**config.mk**
```make
export PLATFORM = sky130hd
export DESIGN_NAME = tkr_event_merge_flat
export DESIGN_NICKNAME = d
export VERILOG_FILES = /design/src/rtl/tkr_event_merge_if.sv /design/src/rtl/tkr_event_merge.sv /design/src/flat_wrapper.sv
export SDC_FILE = /design/constraint.sdc
export NUM_CORES = 1
export LEC_CHECK = 0
export ABC_AREA = 0
export BUFFER_PORTS_ARGS = -buffer_cell sky130_fd_sc_hd__buf_2
export CORE_ASPECT_RATIO = 1.1
export CORE_MARGIN = 2
export CORE_UTILIZATION = 49
export DETAILED_ROUTE_END_ITERATION = 12
export GPL_TIMING_DRIVEN = 0
export PLACE_DENSITY = 0.95
export SLEW_MARGIN = 10
export SYNTH_ARGS = -nofsm -noshare
export SYNTH_HDL_FRONTEND = slang
export SYNTH_SLANG_ARGS = --single-unit
```
**constraint.sdc**
```tcl
create_clock -name Clock -period 5.5 [get_ports Clock]
set_clock_uncertainty 0.2 [all_clocks]
set_input_delay 0.55 -clock Clock [delete_from_list [all_inputs] [get_ports Clock]]
set_output_delay 0.55 -clock Clock [all_outputs]
set_load 0.05 [all_outputs]
```
**src/rtl/tkr_event_merge_if.sv**
```systemverilog
// Bundle between the tracker event merger, the per-ASIC serial receivers
// and the downstream consumer of the merged 12-bit word stream.
//
// Output handshake: a word (OutData plus its OutChip/OutFirst/OutLast/OutPrty
// tags) transfers on a rising Clock edge where OutValid && OutReady. Once
// OutValid is high the word and its tags stay stable until that edge, and
// OutValid never drops without a transfer. OutReady may change freely.
interface tkr_event_merge_if #(
  parameter int NCHIPS = 12
);
  // Receiver side
  logic [NCHIPS-1:0]    NotEmpty;
  logic [12*NCHIPS-1:0] ChipData;
  logic [NCHIPS-1:0]    PrtyErrIn;
  logic [NCHIPS-1:0]    Send;
  logic [NCHIPS-1:0]    Strobe;
  // Merged output stream
  logic [11:0]          OutData;
  logic [3:0]           OutChip;
  logic                 OutValid;
  logic                 OutReady;
  logic                 OutFirst;
  logic                 OutLast;
  logic                 OutPrty;

  modport master (
    input  NotEmpty, ChipData, PrtyErrIn, OutReady,
    output Send, Strobe, OutData, OutChip, OutValid, OutFirst, OutLast, OutPrty
  );

  modport slave (
    output NotEmpty, ChipData, PrtyErrIn, OutReady,
    input  Send, Strobe, OutData, OutChip, OutValid, OutFirst, OutLast, OutPrty
  );
endinterface

```
**src/rtl/tkr_event_merge.sv**
```systemverilog
// Tracker event merger: once every receiver holds an event, drain one event
// from each receiver in chip order via Send/Strobe and present the words as
// one tagged 12-bit valid/ready stream. Counts events and parity-flagged
// chip headers.
module tkr_event_merge #(
  parameter int NCHIPS = 12
) (
  input  logic              Clock,
  input  logic              Reset,
  tkr_event_merge_if.master bus,
  output logic              Busy,
  output logic [15:0]       EvtCnt,
  output logic [7:0]        PrtyCnt,
  output logic [2:0]        dbg_state_o
);

  typedef enum logic [2:0] {
    ST_IDLE  = 3'd0,
    ST_ISSUE = 3'd1,
    ST_CAPT  = 3'd2,
    ST_HOLD  = 3'd3,
    ST_REL   = 3'd4
  } state_t;

  localparam logic [3:0] LAST_CHIP = 4'(NCHIPS - 1);

  state_t      state_q, state_d;
  logic [3:0]  c_q, c_d;
  logic [3:0]  k_q, k_d;
  logic [4:0]  n_q, n_d;
  logic [11:0] data_q, data_d;
  logic [3:0]  chip_q, chip_d;
  logic        valid_q, valid_d;
  logic        first_q, first_d;
  logic        last_q, last_d;
  logic        prty_q, prty_d;
  logic [15:0] evt_q, evt_d;
  logic [7:0]  pcnt_q, pcnt_d;

  logic [11:0]       chip_word;
  logic              prty_bit;
  logic [4:0]        n_eff;
  logic              last_chip;
  logic [NCHIPS-1:0] send_pulse;
  logic [NCHIPS-1:0] strobe_pulse;

  // Select the current chip's receiver word and parity flag
  always_comb begin
    chip_word = '0;
    prty_bit  = 1'b0;
    for (int i = 0; i < NCHIPS; i++) begin
      if (c_q == 4'(i)) begin
        chip_word = bus.ChipData[12*i +: 12];
        prty_bit  = bus.PrtyErrIn[i];
      end
    end
  end

  // Decode the single Send/Strobe pulse for the current chip from the state
  always_comb begin
    send_pulse   = '0;
    strobe_pulse = '0;
    for (int i = 0; i < NCHIPS; i++) begin
      if (c_q == 4'(i)) begin
        send_pulse[i]   = (state_q == ST_ISSUE) && (k_q == 4'd0);
        strobe_pulse[i] = ((state_q == ST_ISSUE) && (k_q != 4'd0)) ||
                          (state_q == ST_REL);
      end
    end
  end

  // Next-state and datapath updates for the merge sequence
  always_comb begin
    state_d = state_q;
    c_d     = c_q;
    k_d     = k_q;
    n_d     = n_q;
    data_d  = data_q;
    chip_d  = chip_q;
    valid_d = valid_q;
    first_d = first_q;
    last_d  = last_q;
    prty_d  = prty_q;
    evt_d   = evt_q;
    pcnt_d  = pcnt_q;
    // On the header word the word count comes straight from the data.
    n_eff     = (k_q == 4'd0) ? ({1'b0, chip_word[3:0]} + 5'd1) : n_q;
    last_chip = (c_q == LAST_CHIP);

    case (state_q)
      ST_IDLE: begin
        c_d = 4'd0;
        k_d = 4'd0;
        if (&bus.NotEmpty) state_d = ST_ISSUE;
      end
      ST_ISSUE: begin
        state_d = ST_CAPT;
      end
      ST_CAPT: begin
        data_d  = chip_word;
        chip_d  = c_q;
        valid_d = 1'b1;
        if (k_q == 4'd0) begin
          n_d     = n_eff;
          first_d = 1'b1;
          prty_d  = prty_bit;
          if (prty_bit && (pcnt_q != 8'hFF)) pcnt_d = pcnt_q + 8'd1;
        end else begin
          first_d = 1'b0;
        end
        last_d  = ({1'b0, k_q} == (n_eff - 5'd1)) && last_chip;
        state_d = ST_HOLD;
      end
      ST_HOLD: begin
        if (valid_q && bus.OutReady) begin
          valid_d = 1'b0;
          first_d = 1'b0;
          last_d  = 1'b0;
          if ({1'b0, k_q} == (n_q - 5'd1)) begin
            state_d = ST_REL;
          end else begin
            k_d     = k_q + 4'd1;
            state_d = ST_ISSUE;
          end
        end
      end
      ST_REL: begin
        k_d = 4'd0;
        if (last_chip) begin
          evt_d   = evt_q + 16'd1;
          state_d = ST_IDLE;
        end else begin
          c_d     = c_q + 4'd1;
          state_d = ST_ISSUE;
        end
      end
      default: begin
        state_d = ST_IDLE;
      end
    endcase
  end

  // State and datapath registers with synchronous reset
  always_ff @(posedge Clock) begin
    if (Reset) begin
      state_q <= ST_IDLE;
      c_q     <= 4'd0;
      k_q     <= 4'd0;
      n_q     <= 5'd1;
      data_q  <= 12'd0;
      chip_q  <= 4'd0;
      valid_q <= 1'b0;
      first_q <= 1'b0;
      last_q  <= 1'b0;
      prty_q  <= 1'b0;
      evt_q   <= 16'd0;
      pcnt_q  <= 8'd0;
    end else begin
      state_q <= state_d;
      c_q     <= c_d;
      k_q     <= k_d;
      n_q     <= n_d;
      data_q  <= data_d;
      chip_q  <= chip_d;
      valid_q <= valid_d;
      first_q <= first_d;
      last_q  <= last_d;
      prty_q  <= prty_d;
      evt_q   <= evt_d;
      pcnt_q  <= pcnt_d;
    end
  end

  assign bus.Send     = send_pulse;
  assign bus.Strobe   = strobe_pulse;
  assign bus.OutData  = data_q;
  assign bus.OutChip  = chip_q;
  assign bus.OutValid = valid_q;
  assign bus.OutFirst = first_q;
  assign bus.OutLast  = last_q;
  assign bus.OutPrty  = prty_q;
  assign Busy         = (state_q != ST_IDLE);
  assign EvtCnt       = evt_q;
  assign PrtyCnt      = pcnt_q;
  assign dbg_state_o  = state_q;

endmodule

```
**src/flat_wrapper.sv**
```systemverilog
// flat-port wrapper written by rule: the top's interface ports become plain ports
module tkr_event_merge_flat 
#(
  parameter int NCHIPS = 12
)
  (Clock, Reset, Busy, EvtCnt, PrtyCnt, dbg_state_o, bus_NotEmpty, bus_ChipData, bus_PrtyErrIn, bus_OutReady, bus_Send, bus_Strobe, bus_OutData, bus_OutChip, bus_OutValid, bus_OutFirst, bus_OutLast, bus_OutPrty);
  tkr_event_merge_if #(.NCHIPS(NCHIPS)) bus_i ();
  input  logic Clock;
  input  logic Reset;
  output logic Busy;
  output logic [15:0] EvtCnt;
  output logic [7:0] PrtyCnt;
  output logic [2:0] dbg_state_o;
  input wire logic [$bits(bus_i.NotEmpty)-1:0] bus_NotEmpty;
  input wire logic [$bits(bus_i.ChipData)-1:0] bus_ChipData;
  input wire logic [$bits(bus_i.PrtyErrIn)-1:0] bus_PrtyErrIn;
  input wire logic [$bits(bus_i.OutReady)-1:0] bus_OutReady;
  output wire logic [$bits(bus_i.Send)-1:0] bus_Send;
  output wire logic [$bits(bus_i.Strobe)-1:0] bus_Strobe;
  output wire logic [$bits(bus_i.OutData)-1:0] bus_OutData;
  output wire logic [$bits(bus_i.OutChip)-1:0] bus_OutChip;
  output wire logic [$bits(bus_i.OutValid)-1:0] bus_OutValid;
  output wire logic [$bits(bus_i.OutFirst)-1:0] bus_OutFirst;
  output wire logic [$bits(bus_i.OutLast)-1:0] bus_OutLast;
  output wire logic [$bits(bus_i.OutPrty)-1:0] bus_OutPrty;
  assign bus_i.NotEmpty = bus_NotEmpty;
  assign bus_i.ChipData = bus_ChipData;
  assign bus_i.PrtyErrIn = bus_PrtyErrIn;
  assign bus_i.OutReady = bus_OutReady;
  assign bus_Send = bus_i.Send;
  assign bus_Strobe = bus_i.Strobe;
  assign bus_OutData = bus_i.OutData;
  assign bus_OutChip = bus_i.OutChip;
  assign bus_OutValid = bus_i.OutValid;
  assign bus_OutFirst = bus_i.OutFirst;
  assign bus_OutLast = bus_i.OutLast;
  assign bus_OutPrty = bus_i.OutPrty;
  tkr_event_merge #(.NCHIPS(NCHIPS)) u_core (.Clock(Clock), .Reset(Reset), .bus(bus_i), .Busy(Busy), .EvtCnt(EvtCnt), .PrtyCnt(PrtyCnt), .dbg_state_o(dbg_state_o));
endmodule
```
======== Word level (Yosys, flattened, before mapping) ========
Cells that the tools add are included.
operators by class
  add/subtract/negate cells ............... 7
  equality and inequality tests ........... 22
  mux-type cells .......................... 64
  reductions and logical operators ........ 23
operator list
  kind                                                                   number
  12-bit two-way mux                                                     12
  1-bit two-way mux                                                      39
  16-bit by 1-bit adder with 16-bit output, second input constant        1
  4-bit by 3-bit equality test with 1-bit output, second input constant  4
  4-bit equality test, second input constant                             4
  4-bit one-hot mux with 2 select lines                                  2
  3-bit one-hot mux with 5 select lines                                  1
  4-bit two-way mux                                                      3
  12-bit AND reduction                                                   1
  4-bit by 5-bit equality test with 1-bit output                         2
  2-bit AND reduction                                                    5
  5-bit by 1-bit subtractor with 5-bit output, second input constant     2
  3-bit two-way mux                                                      3
  4-bit by 1-bit adder with 4-bit output, second input constant          2
  8-bit by 1-bit adder with 8-bit output, second input constant          1
  4-bit by 2-bit equality test with 1-bit output, second input constant  2
  4-bit zero test                                                        2
  8-bit != test, second input constant                                   1
  3-bit by 2-bit equality test with 1-bit output, second input constant  2
  1-bit one-hot mux with 2 select lines                                  3
  3-bit AND reduction                                                    2
  2-bit nonzero test                                                     3
  4-bit by 1-bit adder with 5-bit output, second input constant          1
  1-bit logical AND                                                      5
  11 further kinds                                                       13
word-level totals
  flip-flop bits (word level) ............. 60
  input bits .............................. 171
  output and inout port bits .............. 72
  word-level logic and storage cells ...... 128

======== Depth between registers and ports, before layout ========
  word-level depth ........................ 19
  gate-level depth with buffers ........... 14

======== Least setup slack after synthesis ========
OpenSTA, ideal clock, no wires.
  path type ............................... register to output
  from .................................... register u_core.state_q[2] (netlist: u_core.dbg_state_o[2])
  to ...................................... output bus_Strobe[1]
  arrival time ............................ 2694 ps
  required time ........................... 4750 ps
  path slack .............................. 2056 ps
  stages on the path, launching flop included .. 7
  cells stage by stage .................... dfxtp_1 clkbuf_1 nor2b_1 a21oi_1 or2_2 clkbuf_1 nor3_1
on the way
  word-level cells in the longest chain between the ends .. 4
  elaborated cells between the ends (all ways) .. 5
RTL lines
  what                                            line                    text
  from (decl)                                     tkr_event_merge.sv:27   state_t state_q, state_d;
  from (signal assigned)                          tkr_event_merge.sv:159  state_q <= state_d;
  3-bit by 1-bit equality test with 1-bit output  tkr_event_merge.sv:66   strobe_pulse[i] = ((state_q == ST_ISSUE) && (k_q != 4'd0)) ||
  1-bit logical AND                               tkr_event_merge.sv:66
  1-bit logical OR *                              tkr_event_merge.sv:66
  1-bit two-way mux *                             tkr_event_merge.sv:64   if (c_q == 4'(i)) begin
  to (decl)                                       flat_wrapper.sv:19      output wire logic [$bits(bus_i.Strobe)-1:0] bus_Strobe;
Mark *: on every way between the ends. The rest lies on a longest branch, timed or not.

======== Final worst setup path ========
  from .................................... register u_core.c_q[0]
  to ...................................... output bus_Send[5]
on the way
  word-level cells in the longest chain between the ends .. 2
RTL lines
  what                                            line                    text
  from (decl)                                     tkr_event_merge.sv:28   logic [3:0] c_q, c_d;
  from (signal assigned)                          tkr_event_merge.sv:147  c_q <= 4'd0;
  from (signal assigned)                          tkr_event_merge.sv:160  c_q <= c_d;
  4-bit by 3-bit equality test with 1-bit output  tkr_event_merge.sv:64
  1-bit two-way mux                               tkr_event_merge.sv:64
  to (decl)                                       flat_wrapper.sv:18      output wire logic [$bits(bus_i.Send)-1:0] bus_Send;
Every way passes these cells.

==> run metrics <==
post-route antenna net violation count 0; Tcrit/Tclk final 0.710; TritonCTS clock tree built; PortBufs 242; Worst setup EP type output port; unrepaired setup endpoints after global routing false; FF+latch count, synth 60; clk buf depth 2; gp weighted congestion 1.01; Post-Route Utilization 0.679; gr ovfl total 0; Initial Util 0.504; vias in the first global route 5449; Fin Hold WS 0.258 ns; Fillers 770; design area 6020 um2; Root Driver clkbuf_8; HP Start u_core.bus.OutChip[3]; Netlist Area Pre-Place 4470 um2; CTS resizes 0; top cell type's share of synthesized area 0.269; DR iter-0 viols 582; drc violations 0; syn nets 813; Worst Max-Slew Pin Slew roughly 0.94 ns; Die Wd 95.1 um; Hold Path Sink u_core.bus.OutChip[3]; worst vdd ir 123 uV; Mapped Avg Cell Area ~7.1 um2; CP required 4.75 ns; worst reg-to-reg setup slack roughly 1.9 ns; post-synth top area cell dfxtp_1; H-Tree Depth 3; # setup viols final 0; clock slew at reported path FFs 0.07 ns; total of max-cap violations 0; Via Count ~6k; first-pass GRT wire length 27100 um; DR pass1 iterations 5; layout cell share with drive strength beyond 1 0.328; gr usage total 0.349; final hold violation count 0; startpoint types flip-flop; P&R area growth vs syn 34.6%; IO Count 243; Syn. warnings 0; most area-consuming cells after synthesis dfxtp_1 (27%), nor2_1 (8.4%), a21oi_1 (6.4%); Distinct cells, synth 60; initial antenna violation count 2; Primary FF master, synth dfxtp_1; largest net degree at the start of global routing 12; Setup CP Type flip-flop to output port; Async S/R FF share, synth 0; worst r2r dst u_core.bus.OutLast; Power Density 154 nW/um2; Rows 36; Rel. slew slack 0.370; hold_buf cts 0; HPWL after DPL about 14000 um; CP Data Arrival Time 3.15 ns; postcts setup bufs 0; Mapped Cells 631; Die ar. between 9000 and 10000 um2; R2R cell count 13; CP Max Fanout 10; Final Slew Violations 0; fmax 0.256 GHz; Cell Area, Placed 5830 um2; wire per inst 17.7 um; nets@finish 1066; Skew-Pair Late Insertion Delay 0.35 ns; total negative setup slack 0 ns; Inserted Clock Buffers 9; Final min period roughly 3.9 ns; worst r2r src u_core.c_q[1]; Min-Delay Path Class flip-flop to flip-flop; LEAKAGE 0.00272 uW; outcome completed; Die Ht 104 um; via/cell ratio 5.88; EDFF count, synth 0; Post-Route WL 17800 um; Hold Path Depth 2; Core ar. 8870 um2; Seq/Total Area, Yosys 0.269; Sink Count 60
[registers in the layout (all words and copies together) (netlist names)]
signal               flops
u_core.EvtCnt           16
u_core.bus.OutData      12
u_core.PrtyCnt           8
u_core.n_q               5
u_core.bus.OutChip       4
u_core.c_q               4
u_core.k_q               4
u_core.dbg_state_o       3
u_core.bus.OutFirst      1
u_core.bus.OutLast       1
u_core.bus.OutPrty       1
u_core.bus.OutValid      1
[layer usage]
layer	part of all wire	GRT usage	routed length, um
met1	0.38	0.438	6690
met2	0.49	0.586	8730
met3	0.099	0.0486	1760
met4	0.036	0.149	642
met5	0	0	0
[where the power goes]
group / switching (uW) / total, uW / internal [uW]
clock: 188 / 375 / 188
sequential: 0.0790 / 434 / 434
combinational: 54.3 / 120 / 66.0
[area by class of cell]
| type | instances | area [um2] | share of cell area |
|---|---|---|---|
| multi-input cells | 504 | 2990 | 0.496 |
| repair buffers | 242 | 1210 | 0.201 |
| well taps | 114 | 143 | 0.0237 |
| flip-flops and latches | 60 | 1200 | 0.199 |
| inverters | 20 | 75.1 | 0.0125 |
| diodes | 3 | 7.51 | 0.00125 |
| clock inverters | 5 | 36.3 | 0.00603 |
| plain buffers | 47 | 208 | 0.0345 |
| clock buffers | 11 | 151 | 0.0251 |
[worst max-delay path by stage]
stage,from,endpoint,cells past startpoint
final,u_core.c_q[0],bus_Send[5],7
after global placement,u_core.c_q[1],u_core.bus.OutLast,13
after CTS,u_core.c_q[0],bus_Send[5],7
after global routing,u_core.c_q[0],bus_Send[5],7
after floorplan,u_core.dbg_state_o[2],bus_Strobe[1],6
after detailed placement,u_core.c_q[1],u_core.bus.OutLast,13
[logic make-up (layout without fill, tap and decap cells)]
kind of cell    after synthesis  count (layout)  synth area share
compound gates              179             179             0.265
simple gates                273             273             0.289
mux                           8               8            0.0182
flops                        60              60             0.269
other cells                   0               3                 0
xor+xnor                     33              33            0.0646
buf+inv                      67             325            0.0632
fa+ha+maj                    11              11            0.0308
[placed cells by master (no fill, tap or decap), types with 14 or more instances in the layout]
master / instances
dfxtp_1: 60
inv_1: 18
clkbuf_1: 26
nand2_1: 62
nor2_1: 100
o21ai_0: 26
o22ai_1: 17
nand4_1: 22
xnor2_1: 14
a21oi_1: 57
a22oi_1: 15
xor2_1: 19
nor3_1: 18
buf_2: 258
[cell usage after synthesis, drive strengths merged (3+ instances only)]
cell / instances
and2: 3
a221o: 8
a21oi: 58
o21ai: 31
nand3b: 6
a221oi: 9
xor2: 19
buf: 21
or2: 4
ha: 11
nor2: 101
o211ai: 9
a22oi: 15
xnor2: 14
mux2i: 7
nand4: 22
a31oi: 9
and3: 13
nor2b: 9
nor3: 18
a211oi: 8
clkbuf: 26
inv: 20
nand3: 12
nand2: 62
dfxtp: 60
o22ai: 18
nand2b: 8
or3: 10
[critical path, cell delays in order (launching register included)]
cell	delay [ns]
dfxtp_1	0.46
ha_1	0.40
clkbuf_1	0.46
buf_2	0.34
buf_1	0.35
nand2_1	0.33
nor2_1	0.17
buf_2	0.28
[metrics by stage]
step	total power, uW	cells	setup slack [ns]
2_1_floorplan	487	631	2.06
3_3_place_gp	561	987	1.97
3_5_place_dp	561	987	1.96
4_1_cts	925	1003	1.64
5_1_grt	957	1005	1.45
6_report	930	1006	1.60
Power figures use the tool's default switching activity.
